### src/rtl/boot_rom_fetch_pkg.sv
// boot_pkg: shared constants and types for the boot ROM fetch path.
//   BOOT_BASE_ADDR  byte address of ROM word 0
//   BOOT_ROM_DEPTH  number of valid 32-bit ROM words
//   BOOT_ROM_AW     ROM word-address width
//   RV_NOP          canonical RISC-V nop, reserved for shared use
//   fetch_rsp_t     response payload (instruction word + access fault)
package boot_pkg;

  localparam logic [31:0] BOOT_BASE_ADDR = 32'h0000_0000;
  localparam int unsigned BOOT_ROM_DEPTH = 14;
  localparam int unsigned BOOT_ROM_AW    = 4;
  localparam logic [31:0] RV_NOP         = 32'h0000_0013;

  typedef struct packed {
    logic [31:0] data;
    logic        err;
  } fetch_rsp_t;

endpackage

### src/rtl/boot_rom_fetch.sv
// boot_rom_fetch: fetch-side initiator for the boot ROM.
// Translates byte PCs from the core front end into ROM word indices, absorbs
// the ROM's 1-cycle registered read and returns words on a valid/ready
// response channel with backpressure and flush.
//
// Ports:
//   clk, rst            clock, synchronous active-high reset
//   req_valid/req_ready request handshake, req_pc = fetch byte address
//   rsp_valid/rsp_ready response handshake
//   rsp_data, rsp_err   instruction word / access fault (misaligned or OOR)
//   flush               core redirect, drops pending response
//   rom_addr, rom_data  boot_rom word address / read data (1-cycle latency)
//   fetch_cnt, fault_cnt  saturating handshake counters, present only when
//                         BOOT_FETCH_PERF_EN is defined
module boot_rom_fetch
  import boot_pkg::*;
#(
  parameter logic [31:0] BASE_ADDR = BOOT_BASE_ADDR,
  parameter int unsigned DEPTH     = BOOT_ROM_DEPTH,
  parameter int unsigned ADDR_W    = BOOT_ROM_AW
) (
  input  logic              clk,
  input  logic              rst,
  input  logic              req_valid,
  output logic              req_ready,
  input  logic [31:0]       req_pc,
  output logic              rsp_valid,
  input  logic              rsp_ready,
  output logic [31:0]       rsp_data,
  output logic              rsp_err,
  input  logic              flush,
  output logic [ADDR_W-1:0] rom_addr,
  input  logic [31:0]       rom_data
`ifdef BOOT_FETCH_PERF_EN
  ,
  output logic [31:0]       fetch_cnt,
  output logic [15:0]       fault_cnt
`endif
);

  logic              accept;
  logic              dec_err;
  logic [31:0]       off;
  logic [29:0]       idx;
  logic [ADDR_W-1:0] held_addr;
  logic              err_q;
  fetch_rsp_t        rsp;

  // rst gates req_ready so nothing is accepted in the reset cycle.
  assign req_ready = !rst && !flush && (!rsp_valid || rsp_ready);
  assign accept    = req_valid && req_ready;

  always_comb begin
    off     = req_pc - BASE_ADDR;
    idx     = off[31:2];
    dec_err = (off[1:0] != 2'b00) || (idx >= 30'(DEPTH));
  end

  // The ROM address only moves for good accepted requests, so rom_data stays
  // stable while a response is stalled or after a faulting request.
  assign rom_addr = (accept && !dec_err) ? idx[ADDR_W-1:0] : held_addr;

  always_ff @(posedge clk) begin
    if (rst) begin
      rsp_valid <= 1'b0;
      err_q     <= 1'b0;
      held_addr <= '0;
    end else if (accept) begin
      rsp_valid <= 1'b1;
      err_q     <= dec_err;
      if (!dec_err) held_addr <= idx[ADDR_W-1:0];
    end else if (flush || rsp_ready) begin
      rsp_valid <= 1'b0;
    end
  end

  always_comb begin
    rsp.err  = err_q;
    rsp.data = err_q ? '0 : rom_data;
  end

  assign rsp_data = rsp.data;
  assign rsp_err  = rsp.err;

`ifdef BOOT_FETCH_PERF_EN
  // A response shown during a flush cycle is not consumed.
  logic rsp_hs;
  assign rsp_hs = rsp_valid && rsp_ready && !flush;

  always_ff @(posedge clk) begin
    if (rst) begin
      fetch_cnt <= '0;
      fault_cnt <= '0;
    end else if (rsp_hs) begin
      if (err_q) begin
        if (fault_cnt != '1) fault_cnt <= fault_cnt + 16'd1;
      end else begin
        if (fetch_cnt != '1) fetch_cnt <= fetch_cnt + 32'd1;
      end
    end
  end
`endif

endmodule

### config.mk
export PLATFORM = sky130hd
export DESIGN_NAME = boot_rom_fetch
export DESIGN_NICKNAME = d
export VERILOG_FILES = /design/src/rtl/boot_rom_fetch_pkg.sv /design/src/rtl/boot_rom_fetch.sv
export SDC_FILE = /design/constraint.sdc
export NUM_CORES = 1
export LEC_CHECK = 0
export CORE_UTILIZATION = 21
export CTS_CLUSTER_DIAMETER = 40
export DETAILED_ROUTE_END_ITERATION = 10
export GPL_TIMING_DRIVEN = 0
export PLACE_DENSITY = 0.84
export SLEW_MARGIN = 20
export SYNTH_ARGS = -nofsm -noshare
export SYNTH_HDL_FRONTEND = slang
export SYNTH_SLANG_ARGS = --single-unit
### constraint.sdc
create_clock -name clk -period 5.3 [get_ports clk]
set_clock_uncertainty 0.1 [all_clocks]
set_input_delay 1.06 -clock clk [delete_from_list [all_inputs] [get_ports clk]]
set_output_delay 1.06 -clock clk [all_outputs]
set_load 0.01 [all_outputs]
# Word-level counts from Yosys, hierarchy flattened
# Index checks and enable logic that the tools add are counted.
# word_totals
elab_cells	23
output_inout_bits	39
register_bits	6
# classes
order_cmp	1
n_mux	4
n_reduce_logical	14
n_bitwise	1
# op_table
cell	count
$mux W32	1
$ge A30 B4 Y1 const B	1
$logic_and A1 B1 Y1	4
$logic_not A1 Y1	4
$mux W4	1
$reduce_bool A2 Y1	2
$logic_or A1 B1 Y1	3
$mux W1	2
$reduce_and A2 Y1	1
$not A1 Y1	1

# Logic depth before layout (Yosys ltp)
# depth
word_depth	6
depth_mapped	4
ltp_nobuf	4

# Worst setup path before layout
# Ideal clock, no wire load.
# synth_timing
path_type	input-to-output
startpoint	in rst
endpoint	out rom_addr[0]
t_arrival_ns	2.374
slack_ns	1.766
cell_stages	3
path_cell_list	or4b_4 -> nor3_4 -> mux2_2
# synth_between
elab_chain_cells	6
# synth_lines
element	line_no	text
start, declared	boot_rom_fetch.sv:23	input logic rst,
$logic_not A1 Y1	boot_rom_fetch.sv:50	assign req_ready = !rst && !flush && (!rsp_valid || rsp_ready);
$logic_and A1 B1 Y1 (2 in a row)	boot_rom_fetch.sv:50	
$logic_and A1 B1 Y1	boot_rom_fetch.sv:51	assign accept = req_valid && req_ready;
$logic_and A1 B1 Y1	boot_rom_fetch.sv:61	assign rom_addr = (accept && !dec_err) ? idx[ADDR_W-1:0] : held_addr;
$mux W4	boot_rom_fetch.sv:61	
end, declared	boot_rom_fetch.sv:32	output logic [ADDR_W-1:0] rom_addr,
# Every way passes these cells.

# Final worst setup path
# Same ends and word-level chain as after synthesis.

==> summary.md <==
| Metric | Value |
|---|---|
| Final Hold Slack | `379.9 ps` |
| Number of standard cells in the layout, taps in and fillers out | `212` |
| Clock root buffer | `clkbuf_4` |
| Pin count of the biggest net entering global routing | `11` |
| Half-perimeter wire length after detailed placement | `2.450 mm` |
| Total negative slack for setup checks | `0 ps` |
| Async set-reset flop share out of synthesis | `0%` |
| Critical path capture point type | `primary output` |
| Die height | `54.47 um` |
| Cell accounting for the most synthesized area | `nor2b_1` |
| Final-report setup violation count | `0` |
| Gates resized, CTS repair | `0` |
| Synth-to-layout area growth | `195.7%` |
| Worst Setup Slack post-DPL | `601.1 ps` |
| Remaining antenna violation count after routing | `0` |
| Deepest level of the CTS H-tree | `1` |
| Average cell area after synthesis | `8.029 um^2` |
| Number of maximum-capacitance violations | `0` |
| Worst setup path class | `in2out` |
| DRC marker count from the first detailed-route iteration | `5` |
| Dominant synthesized flop cell | `dfxtp_1` |
| Maximum fanout encountered on the critical timing path | `9` |
| Register area share after synthesis | `20.78%` |
| Die X | `54.47 um` |
| Commonest cells after routing, fill and taps aside | `107 x clkdlybuf4s50_1, 33 x nor2b_1, 7 x nor4_1, 7 x mux2_2, 6 x dfxtp_1` |
| Nets@finish | `253` |
| Startpoint class of the critical path | `input port` |
| Ranking of synthesized cells by area | `nor2b_1 36%, dfxtp_1 21%, mux2_2 14%, nor4_1 7.6%, and2b_1 3.9%` |
| Netlist cell types | `16` |
| Number of synthesized register bits | `6` |
| Min-Delay Path Class | `reg2reg` |
| Leak Pwr | `0.0006587 uW` |
| Synthesis Warnings | `0` |
| Max-slew headroom | `70.93%` |
| Number of placed I/O pins | `108` |
| DRC Markers | `0` |
| Ratio of cells with drive above 1 in the final layout | `6.593%` |
| Number of port buffers | `107` |
| Number of global-route vias before repair | `791` |
| Number of buffers created by CTS | `3` |
| Total clock sinks | `6` |
| Slew @ Worst Pin | `434.7 ps` |
| Site Rows | `18` |
| First-pass DRT Iterations | `2` |
| Post-Synthesis Net Count | `141` |
| Number of antenna diodes | `0` |
| Number of buffers inserted to repair setup after CTS | `0` |
| Cell area after synthesis | `578.1 um^2` |
| Final max-slew violation count | `0` |
| Leftover overflow at the end of global routing | `0` |
| Number of antenna violations at the first check in global routing | `0` |
| Effective utilization at floorplan | `22.71%` |
| TritonCTS clock tree | `yes` |
| Vias per cell | `4.297` |
| Max clock buf depth | `2` |
| Status | `complete, no violations` |
| Count of endpoints failing hold in the final timing report | `0` |
| Critical Path RT | `4140 ps` |
| Total routing usage reported by global routing | `16.28%` |
| Peak Freq | `0.2138 GHz` |
| Full die area | `2966 um^2` |
| Fin crit share | `88.24%` |
| Floorplan Core Area | `2545 um^2` |
| Number of synthesized flops with an enable pin | `0` |
| Clock slew at the register clock pins of the worst setup and hold paths | `40 ps` |
| Placer congestion estimate | `0.6692` |
| First-pass GRT wire length | `3.498 mm` |
| Unrepaired setup endpoints after global routing | `false` |
| Most common library cell in the layout ignoring fill and taps | `clkdlybuf4s50_1` |
| Arrival time at the worst endpoint | `3520 ps` |
| Total chip power | `204.9 uW` |
| Power per unit of standard cell area | `119.9 nW/um^2` |
| IR Drop Worst-Case VDD | `0.1249 mV` |
| Post-detailed-route wirelength per cell | `13.02 um` |
| Via count | `911` |
| Placed Instances | `209` |
| Final worst-path setup slack | `623.2 ps` |
| Skew-Pair Late Insertion Delay | `240 ps` |
| Post-CTS Hold Buffers | `0` |
| Minimum period implied by the final worst setup slack | `4677 ps` |
| Gate count of the mapped netlist | `72` |
| Routed wire length | `2.761 mm` |
| Area share of the leading cell type in the synthesized netlist | `35.71%` |
## metal layers
metal	global-route usage, %	up-vias	part of all wire [%]
li1	-	469	-
met1	15.90	396	35
met2	32.93	44	55
met3	2.778	2	9.2
met4	6.410	0	0.98
met5	0	-	0
## report_power, final
part / internal, uW / switching [uW] / leakage (uW)
clock network: 25.5 / 14.9 / 0.0000138
logic: 84.0 / 33.6 / 0.000596
registers: 46.1 / 0.781 / 0.0000486
## cells by family (layout without fill, tap and decap cells)
family	Yosys count	after routing	synth area share (%)
AO/OA/AOI/OAI	1	1	1.299
AND/OR/NAND/NOR	53	53	59.95
flip-flops	6	6	20.78
buffers and inverters	4	114	2.597
multiplexers	8	8	15.37
## sequential cells by signal, summed over array words and instances (netlist names)
| signal | cells |
|---|---|
| rsp_valid | 1 |
| held_addr | 4 |
| rsp_err | 1 |
## critical path, cell delays in order
cell             delay, ps
clkdlybuf4s50_1        540
or4b_4                 620
nor3_4                 430
mux2_2                 390
clkdlybuf4s50_1        480
## cell type report
type	count	area [um^2]
plain buffers	3	11.26
clock buffers	3	22.52
fillers	207	835.8
inverters	1	3.754
multi-input cells	62	442.9
flip-flops and latches	6	120.1
well taps	30	37.54
repair buffers	107	1071
## cells in the mapped netlist (2+ instances only)
library cell  instances
nor2b_1              33
mux2_2                7
nor4_1                7
dfxtp_1               6
and2b_1               3
clkbuf_1              3
nand2b_1              2
nand4_1               2
nor3_1                2
## path summary, 6_finish.rpt
path,startpoint,cells past startpoint,slack (ps),to
setup reg to reg,rsp_valid,4,3320,held_addr[3]
setup / recovery,rst,5,620,rom_addr[0]
hold / removal,held_addr[2],2,380,held_addr[2]
hold reg to reg,held_addr[2],2,380,held_addr[2]
## metrics by stage
stage / area, um^2 / util (%)
floorplan: 578.1 / -
global placement: 1687 / 66.27
detailed placement: 1687 / 66.27
CTS: 1709 / 67.16
global route: 1709 / 67.16
finish: 1709 / 67.16
Power figures use the tool's default switching activity.
